$ cat config.mk
export PLATFORM = sky130hd
export DESIGN_NAME = svga_pattern_gen
export DESIGN_NICKNAME = d
export VERILOG_FILES = /design/src/rtl/svga_pattern_gen.sv
export SDC_FILE = /design/constraint.sdc
export NUM_CORES = 1
export LEC_CHECK = 0
export ABC_CLOCK_PERIOD_IN_PS = 5200
export BUFFER_PORTS_ARGS = -buffer_cell sky130_fd_sc_hd__buf_2
export CAP_MARGIN = 15
export CORE_ASPECT_RATIO = 0.8
export CORE_UTILIZATION = 50
export DETAILED_ROUTE_END_ITERATION = 10
export PLACE_DENSITY = 0.68
export SLEW_MARGIN = 25
export SYNTH_ARGS = -nofsm -noshare
export SYNTH_HDL_FRONTEND = slang
export SYNTH_SLANG_ARGS = --single-unit
$ cat constraint.sdc
create_clock -name clk -period 5.2 [get_ports clk]
set_input_delay 0.52 -clock clk [delete_from_list [all_inputs] [get_ports clk]]
set_output_delay 0.52 -clock clk [all_outputs]
set_load 0.01 [all_outputs]
$ cat src/rtl/svga_pattern_gen.sv
// SVGA 800x600@60 timing and colour-bar test pattern, run from the system clock through a
// fractional pixel enable. Outputs lag the raster counters by one pixel.
module svga_pattern_gen #(
    parameter int unsigned PE_NUM       = 2,
    parameter int unsigned PE_DEN       = 5,
    parameter int unsigned H_TOTAL      = 1056,
    parameter int unsigned V_TOTAL      = 628,
    parameter int unsigned H_VISIBLE    = 800,
    parameter int unsigned H_SYNC_START = 840,
    parameter int unsigned H_SYNC_END   = 967,
    parameter int unsigned V_VISIBLE    = 600,
    parameter int unsigned V_SYNC_START = 601,
    parameter int unsigned V_SYNC_END   = 604,
    parameter int unsigned BAR_WIDTH    = 100
) (
    input  logic       clk,
    input  logic       rst,
    output logic       hs,
    output logic       vs,
    output logic [3:0] r,
    output logic [3:0] g,
    output logic [3:0] b,
    output logic       pclk_mirror
);

    localparam int unsigned AW = (PE_DEN > 1) ? $clog2(PE_DEN) : 1;
    localparam int unsigned SW = AW + 1;
    localparam int unsigned HW = $clog2(H_TOTAL);
    localparam int unsigned VW = $clog2(V_TOTAL);

    logic [AW-1:0] acc_q, acc_d;
    logic [SW-1:0] acc_sum;
    logic          pe_q, pe_d;
    logic          pe_dly_q;
    logic [HW-1:0] hcount_q;
    logic [VW-1:0] vcount_q;
    logic [11:0]   rgb_q, rgb_next;
    logic          hs_next, vs_next;
    logic [31:0]   hc, vc, bar;
    logic          blank, border;

    // Phase accumulator: pe fires whenever the running sum crosses PE_DEN.
    always_comb begin
        acc_sum = {1'b0, acc_q} + SW'(PE_NUM);
        acc_d   = AW'(acc_sum);
        pe_d    = 1'b0;
        if (acc_sum >= SW'(PE_DEN)) begin
            acc_d = AW'(acc_sum - SW'(PE_DEN));
            pe_d  = 1'b1;
        end
    end

    always_comb begin
        hc       = 32'(hcount_q);
        vc       = 32'(vcount_q);
        bar      = hc / BAR_WIDTH;
        blank    = (hc >= H_VISIBLE) || (vc >= V_VISIBLE);
        border   = (hc == 0) || (hc == H_VISIBLE - 1) || (vc == 0) || (vc == V_VISIBLE - 1);
        hs_next  = (hc >= H_SYNC_START) && (hc <= H_SYNC_END);
        vs_next  = (vc >= V_SYNC_START) && (vc <= V_SYNC_END);
        rgb_next = 12'h000;
        if (!blank) begin
            if (border) begin
                rgb_next = 12'hFFF;
            end else begin
                case (bar)
                    32'd0:   rgb_next = 12'hFFF;
                    32'd1:   rgb_next = 12'hFF0;
                    32'd2:   rgb_next = 12'h0FF;
                    32'd3:   rgb_next = 12'h0F0;
                    32'd4:   rgb_next = 12'hF0F;
                    32'd5:   rgb_next = 12'hF00;
                    32'd6:   rgb_next = 12'h00F;
                    default: rgb_next = 12'h000;
                endcase
            end
        end
    end

    always_ff @(posedge clk) begin
        if (rst) begin
            acc_q       <= '0;
            pe_q        <= 1'b0;
            pe_dly_q    <= 1'b0;
            pclk_mirror <= 1'b0;
            hcount_q    <= '0;
            vcount_q    <= '0;
            hs          <= 1'b0;
            vs          <= 1'b0;
            rgb_q       <= 12'h000;
        end else begin
            acc_q       <= acc_d;
            pe_q        <= pe_d;
            // Strobe rises one clk after the outputs settle.
            pe_dly_q    <= pe_q;
            pclk_mirror <= pe_dly_q;
            if (pe_q) begin
                hs    <= hs_next;
                vs    <= vs_next;
                rgb_q <= rgb_next;
                if (hcount_q == HW'(H_TOTAL - 1)) begin
                    hcount_q <= '0;
                    if (vcount_q == VW'(V_TOTAL - 1)) begin
                        vcount_q <= '0;
                    end else begin
                        vcount_q <= vcount_q + 1'b1;
                    end
                end else begin
                    hcount_q <= hcount_q + 1'b1;
                end
            end
        end
    end

    assign r = rgb_q[11:8];
    assign g = rgb_q[7:4];
    assign b = rgb_q[3:0];

endmodule

==> impl_metrics.env, run 1 <==
export IMPL_final_fill_count=435
export IMPL_dominantRegCellSynth="sky130_fd_sc_hd__dfxtp_1"
export IMPL_placed_cells=373
export IMPL_mappedNetlistNets=336
export IMPL_required_ns=5.35
export IMPL_cts_setup_buffers=0
export IMPL_post_drt_via_cell_ratio=5.803
export IMPL_instances_no_fill=380
export IMPL_maxSlewViolCount=0
export IMPL_r2r_start="hcount_q[7]"
export IMPL_reg2reg_to="rgb_q[3]"
export IMPL_globalplace_congestion=0.9588
export IMPL_ys_types=64
export IMPL_max_stage_delay_on_crit_path_ns=0.74
export IMPL_final_setup_tns_ns=0
export IMPL_synth_edf_count=0
export IMPL_floorplan_die_area_um2=5216
export IMPL_synthesis_area_per_instance_um2=7.608
export IMPL_floorplan_rows=22
export IMPL_register_to_register_setup_slack_ns=1.44
export IMPL_synth_area_leader_cell="sky130_fd_sc_hd__dfxtp_1"
export IMPL_hold_path_class="register to register"
export IMPL_clockBufferDepth=2
export IMPL_relSlewSlack=0.4838
export IMPL_setup_worst_path_end="rgb_q[3]"
export IMPL_r2r_worst_path_cells=13
export IMPL_dominant_combinational_cell_family_by_area_after_synthesis="simple AND/OR/NAND/NOR gates"
export IMPL_synthesis_area_um2=2465
export IMPL_combined_global_route_utilization_of_all_metal_layers=0.2145
export IMPL_yosys_top_cells_area="sky130_fd_sc_hd__dfxtp_1 26%, sky130_fd_sc_hd__nor2_1 6.5%, sky130_fd_sc_hd__ha_1 4.6%"
export IMPL_wl_mm=5.222
export IMPL_number_of_global_route_vias_before_repair=1865
export IMPL_floorplan_core_area_um2=4652
export IMPL_synth_xor_xnor_area_share=0.07817
export IMPL_power_per_cell_area_nw_per_um2=257.8
export IMPL_startpoint="hcount_q[7]"
export IMPL_syn_inst=324
export IMPL_met3_wl_post_dr_um=415
export IMPL_postSynthRegisterBits=32
export IMPL_combined_buffer_and_inverter_count_along_the_critical_path=0
export IMPL_clkTransAtPathRegs_ns=0.07
export IMPL_end_kind="register"
export IMPL_cts_htree_levels=2
export IMPL_initial_core_util=0.5299
export IMPL_setup_viol_count_final=0
export IMPL_status="completed"
export IMPL_clkLatencyLatePin_ns=0.27
export IMPL_synth_sequential_area_ratio=0.2599
export IMPL_area_growth_synth_to_final_pct=3.655
export IMPL_n_antenna_cell=0
export IMPL_netlist_area_leader_share=0.2599
export IMPL_synth_compound_gate_area_share=0.2315
export IMPL_detail_route_wl_per_cell_um=13.74
export IMPL_drive_gt1_frac=0.1125
export IMPL_ctsResizeCount=0
export IMPL_setup_repair_after_global_routing_missed_its_margin="false"
export IMPL_tritoncts_num_sinks=32
export IMPL_tightestPinTransition_ns=0.7732
export IMPL_postSynth_asyncResetShare=0
export IMPL_cts_inserted_buffers=5
export IMPL_finalCriticalPeriod_ns=3.757
export IMPL_antenna_violations_before_repair=0
export IMPL_boundaryPins=17
export IMPL_vert_die_dim_um=64.80
export IMPL_synth_fa_ha_area_frac=0.06244
export IMPL_cts_tree="built"
export IMPL_layout_worst_path_cycle_share=0.7225
export IMPL_topRoutingLayerUsed="met4"
export IMPL_crit_slowest_cell="sky130_fd_sc_hd__dfxtp_1"
export IMPL_die_width_um=80.50
export IMPL_grt_first_pass_wirelength_mm=8.838
export IMPL_final_hold_viol_count=0
export IMPL_worst_ep_arrival_time_ns=3.90
export IMPL_cp_max_fo=21
export IMPL_ys_warnings_count=0
export IMPL_route_antenna_remaining_nets=0
export IMPL_crit_chain="nor3_2 > nor2_1 > ha_1 > nand3b_1 > o21a_1 > o221a_2 > nor3_4 > a31oi_1 > a311oi_2 > nor3_2 > o311a_1 > a211oi_2 > o22ai_1"
export IMPL_timing_fmax_mhz=266.2
export IMPL_overflow=0
export IMPL_post_route_clock_skew_ns=0.009473
export IMPL_met2_length_mm=1.983
export IMPL_ir_drop_mv=0.1837
export IMPL_most_numerous_cell_on_the_critical_path="sky130_fd_sc_hd__nor3_2"
export IMPL_post_route_drc_count=0
export IMPL_timing_critical_path_depth=13
export IMPL_static_leakage_power_uw=0.0009558
export IMPL_cp_start_kind="register"
export IMPL_cts_root_buffer_cell="sky130_fd_sc_hd__clkbuf_8"
export IMPL_drt_first_pass_iters=5
export IMPL_hpwlAfterDp_mm=3.811
export IMPL_pin_count_of_the_biggest_net_entering_global_routing=22
export IMPL_critical_path_class="register to register"
export IMPL_first_iter_violations=194
export IMPL_buffer_ports_inserted=16
export IMPL_cap_viol_max_count=0
export IMPL_routed_via_count=2205
export IMPL_drt_met1_wl_mm=2.806
export IMPL_critical_path_top_delay_family="compound AO/OA/AOI/OAI gates"
export IMPL_yosys_mux_area_fraction=0.004061
export IMPL_cts_hold_buf=0
export IMPL_design_final_nets=332
export IMPL_post_synth_and_or_nand_nor_area_fraction=0.2863
## kinds of logic (layout without fill, tap and decap cells)
family / count (synthesis) / after routing
buffers and inverters: 40 / 36
and+or+nand+nor: 136 / 136
xor gates and xnor gates: 22 / 22
AOI/OAI and AO/OA: 81 / 81
DFF: 32 / 32
adders and majority gates: 12 / 12
muxes: 1 / 1
## state kept, by name, indices dropped and copies added, names as in the netlist
signal / cells
acc_q: 3
hcount_q: 11
hs: 1
pclk_mirror: 1
pe_dly_q: 1
pe_q: 1
rgb_q: 3
vcount_q: 10
vs: 1
## worst min path at each step
stage	start	to	cells after the start
finish	pe_dly_q	pclk_mirror	1
global route	pe_dly_q	pclk_mirror	1
CTS	pe_dly_q	pclk_mirror	1
detailed placement	pe_dly_q	pclk_mirror	1
global placement	pe_dly_q	pclk_mirror	1
floorplan	pe_dly_q	pclk_mirror	1
## where the power goes
part | total (uW) | switching [uW] | internal, uW
Sequential | 311 | 34.8 | 276
Combinational | 177 | 91.0 | 85.7
Clock | 171 | 80.6 | 90.7
Total | 659 | 206 | 452
## synthesized netlist by cell type (2+ instances only)
library cell and instances:
sky130_fd_sc_hd__xnor2_1 12, sky130_fd_sc_hd__xor2_1 10, sky130_fd_sc_hd__and2_1 4, sky130_fd_sc_hd__nand3b_1 3
sky130_fd_sc_hd__buf_1 3, sky130_fd_sc_hd__a221oi_1 3, sky130_fd_sc_hd__nor2b_1 4, sky130_fd_sc_hd__o22ai_1 3
sky130_fd_sc_hd__nand2b_1 10, sky130_fd_sc_hd__nand4_1 5, sky130_fd_sc_hd__and3_1 4, sky130_fd_sc_hd__nand3_1 8
sky130_fd_sc_hd__a31oi_1 5, sky130_fd_sc_hd__buf_2 6, sky130_fd_sc_hd__o211ai_1 6, sky130_fd_sc_hd__and3b_1 2
sky130_fd_sc_hd__dfxtp_1 32, sky130_fd_sc_hd__clkbuf_1 9, sky130_fd_sc_hd__nor3_1 9, sky130_fd_sc_hd__nor4_1 4
sky130_fd_sc_hd__o21ai_1 2, sky130_fd_sc_hd__a21boi_1 2, sky130_fd_sc_hd__or2_2 3, sky130_fd_sc_hd__o21ai_0 14
sky130_fd_sc_hd__o31ai_1 4, sky130_fd_sc_hd__inv_1 13, sky130_fd_sc_hd__o221ai_1 2, sky130_fd_sc_hd__o21a_1 4
sky130_fd_sc_hd__or3_1 5, sky130_fd_sc_hd__and4_1 2, sky130_fd_sc_hd__nor3_2 2, sky130_fd_sc_hd__a21oi_1 17
sky130_fd_sc_hd__nor2_1 43, sky130_fd_sc_hd__ha_1 9, sky130_fd_sc_hd__nand2_1 23, sky130_fd_sc_hd__buf_4 9
## cell usage in the layout, fill, tap and decap left out, drive strengths merged, types with 3 or more instances in the layout
cell / count
nand3b: 3
a31oi: 5
nand2: 23
o22ai: 3
a221oi: 4
nand4: 5
a21oi: 18
and3: 4
inv: 13
xnor2: 12
nand3: 8
clkbuf: 6
nor3: 12
o211ai: 7
o21a: 4
nor4: 4
nand2b: 10
or2: 3
xor2: 10
dfxtp: 32
or3: 5
a21boi: 3
nor2b: 4
o31ai: 4
nor2: 43
ha: 9
buf: 16
and2: 4
o21ai: 16
## per-layer routing
metal | GRT usage | vias up
li1 | - | 1134
met5 | 0 | -
met2 | 0.2934 | 74
met4 | 0.04018 | 0
met1 | 0.3239 | 995
met3 | 0.06761 | 2
## stage by stage
stage                       util  total power, uW  setup slack, ns  cell area (um^2)  hold slack [ns]
after detailed placement  0.5325            493.2            1.517              2477           0.4255
after global placement    0.5325            491.0            1.590              2477           0.4161
final                     0.5492            658.6            1.443              2555           0.4381
after floorplan                -            473.3            1.891              2465           0.4138
after global routing      0.5492            713.4            1.180              2555           0.4591
after CTS                 0.5492            667.5            1.500              2555           0.4400
## cell type report
cell class	count	area [um^2]	area share
multi-input cells	252	1633	0.6391
well taps	60	75.07	0.02938
flip-flops and latches	32	640.6	0.2507
inverters	13	48.80	0.01910
clock buffers	6	72.57	0.02840
clock inverters	1	5.005	0.001959
repair buffers	16	80.08	0.03134
No activity file was read; power rests on OpenSTA's default activity.
==> run 2: changes to the inputs <==
- ABC_CLOCK_PERIOD_IN_PS: 5200 -> 3900
- clock period: 5.2 -> 3.9 ns (I/O delays scaled with it)
==> run 2 against run 1 <==
  * Register-to-register slack got worse by 1.0 ns
  * Clock power increased by 81%
  * Sequential power increased by 28%
  * Critical endpoint unchanged
  * Largest power group unchanged
  * Highest routed layer unchanged
==> impl_metrics.env, run 2 (same netlist as run 1, synthesis figures left out) <==
export IMPL_crit_slowest_cell="sky130_fd_sc_hd__o311a_1"
export IMPL_clockBufferDepth=2
export IMPL_timing_critical_path_depth=13
export IMPL_pin_count_of_the_biggest_net_entering_global_routing=21
export IMPL_overflow=0
export IMPL_cp_start_kind="register"
export IMPL_cap_viol_max_count=0
export IMPL_max_stage_delay_on_crit_path_ns=0.38
export IMPL_floorplan_die_area_um2=5216
export IMPL_power_uw=969.8
export IMPL_vert_die_dim_um=64.80
export IMPL_area_growth_synth_to_final_pct=7.310
export IMPL_drt_first_pass_iters=4
export IMPL_globalplace_congestion=0.9080
export IMPL_route_antenna_remaining_nets=0
export IMPL_clkLatencyLatePin_ns=0.28
export IMPL_setup_viol_count_final=0
export IMPL_place_area_um2=2537
export IMPL_timing_fmax_mhz=285.8
export IMPL_design_final_nets=340
export IMPL_initial_core_util=0.5299
export IMPL_boundaryPins=17
export IMPL_post_route_clock_skew_ns=0.008742
export IMPL_final_fill_count=422
export IMPL_placed_cells=381
export IMPL_crit_chain="nor3_2 > nor2_1 > ha_1 > nand3b_1 > o21a_1 > o221a_2 > nor3_4 > a31oi_1 > a311oi_2 > nor3_2 > o311a_1 > a211oi_2 > o22ai_1"
export IMPL_layout_worst_path_cycle_share=0.8973
export IMPL_cts_tree="built"
export IMPL_most_numerous_cell_on_the_critical_path="sky130_fd_sc_hd__nor3_2"
export IMPL_buffer_ports_inserted=16
export IMPL_detailedPlace_worstSlack_ns=0.4566
export IMPL_cts_setup_buffers=0
export IMPL_tightestPinTransition_ns=0.6045
export IMPL_setup_worst_path_end="rgb_q[3]"
export IMPL_die_width_um=80.50
export IMPL_grt_first_pass_wirelength_mm=9.149
export IMPL_layout_common_cells="43 x sky130_fd_sc_hd__nor2_1, 32 x sky130_fd_sc_hd__dfxtp_1, 23 x sky130_fd_sc_hd__nand2_1"
export IMPL_routed_via_count=2281
export IMPL_cts_root_buffer_cell="sky130_fd_sc_hd__clkbuf_8"
export IMPL_n_antenna_cell=0
export IMPL_combined_buffer_and_inverter_count_along_the_critical_path=0
export IMPL_cts_hold_buf=0
export IMPL_antenna_violations_before_repair=0
export IMPL_largest_register_ff_count=11
export IMPL_register_to_register_setup_slack_ns=0.40
export IMPL_first_iter_violations=126
export IMPL_floorplan_core_area_um2=4652
export IMPL_static_leakage_power_uw=0.001013
export IMPL_cts_inserted_buffers=5
export IMPL_combined_global_route_utilization_of_all_metal_layers=0.2245
export IMPL_drive_gt1_frac=0.1368
export IMPL_hold_path_class="register to register"
export IMPL_critical_path_class="register to register"
export IMPL_wl_mm=5.370
export IMPL_tritoncts_num_sinks=32
export IMPL_power_per_cell_area_nw_per_um2=366.6
export IMPL_cts_htree_levels=2
export IMPL_floorplan_rows=22
export IMPL_post_route_drc_count=0
export IMPL_post_drt_via_cell_ratio=5.864
export IMPL_worst_ep_arrival_time_ns=3.65
export IMPL_hpwlAfterDp_mm=4.022
export IMPL_cp_max_fo=8
export IMPL_reg2reg_to="rgb_q[3]"
export IMPL_layout_commonest_cell="sky130_fd_sc_hd__nor2_1"
export IMPL_top_regs="hcount_q (11), vcount_q (10)"
export IMPL_instances_no_fill=389
export IMPL_stdcell_area_um2=2645
export IMPL_fin_ws_ns=0.4006
export IMPL_required_ns=4.05
export IMPL_final_setup_tns_ns=0
export IMPL_maxSlewViolCount=0
export IMPL_r2r_start="hcount_q[8]"
export IMPL_critical_path_top_delay_family="compound AO/OA/AOI/OAI gates"
export IMPL_final_hold_viol_count=0
export IMPL_relSlewSlack=0.5933
export IMPL_ir_drop_mv=0.3007
export IMPL_registers_top_by_ff_count="hcount_q"
export IMPL_ctsResizeCount=0
export IMPL_startpoint="hcount_q[8]"
export IMPL_number_of_global_route_vias_before_repair=1903
export IMPL_detail_route_wl_per_cell_um=13.80
export IMPL_r2r_worst_path_cells=13
export IMPL_setup_repair_after_global_routing_missed_its_margin="false"
export IMPL_finalCriticalPeriod_ns=3.499
export IMPL_clkTransAtPathRegs_ns=0.07
export IMPL_status="completed"
export IMPL_end_kind="register"
-- run 2: layout make-up --
class / instances / area (um^2) / area share
clock inverters: 2 / 35.03 / 0.01325
inverters: 13 / 48.80 / 0.01845
well taps: 60 / 75.07 / 0.02838
clock buffers: 6 / 72.57 / 0.02744
repair buffers: 24 / 140.1 / 0.05298
flip-flops and latches: 32 / 640.6 / 0.2422
multi-input cells: 252 / 1633 / 0.6173
-- run 2: worst min-delay path by stage --
| stage | from | to | slack (ns) | depth (start not counted) |
|---|---|---|---|---|
| finish | pe_dly_q | pclk_mirror | 0.46 | 1 |
| global route | rst | acc_q[0] | 0.48 | 2 |
| CTS | pe_dly_q | pclk_mirror | 0.46 | 1 |
| detailed placement | pe_dly_q | pclk_mirror | 0.45 | 1 |
| global placement | pe_dly_q | pclk_mirror | 0.42 | 1 |
| floorplan | pe_dly_q | pclk_mirror | 0.41 | 1 |
-- run 2: per-stage QoR --
stage / utilization / hold WS, ns
after CTS: 0.5686 / 0.4620
after floorplan: - / 0.4138
after detailed placement: 0.5455 / 0.4513
after global routing: 0.5686 / 0.4824
after global placement: 0.5455 / 0.4174
final: 0.5686 / 0.4577
-- run 2: power breakdown --
| group | internal (uW) | switching, uW | total, uW |
|---|---|---|---|
| sequential | 367 | 30.4 | 398 |
| clock | 189 | 120 | 310 |
| combinational | 120 | 142 | 262 |
| total | 677 | 293 | 970 |
-- run 2: metal layers --
metal | vias up | global-route usage | part of all wire
li1 | 1159 | - | -
met1 | 1055 | 0.3382 | 0.53
met2 | 65 | 0.3136 | 0.40
met3 | 2 | 0.06479 | 0.068
met4 | 0 | 0.04018 | 0.0032
met5 | - | 0 | 0
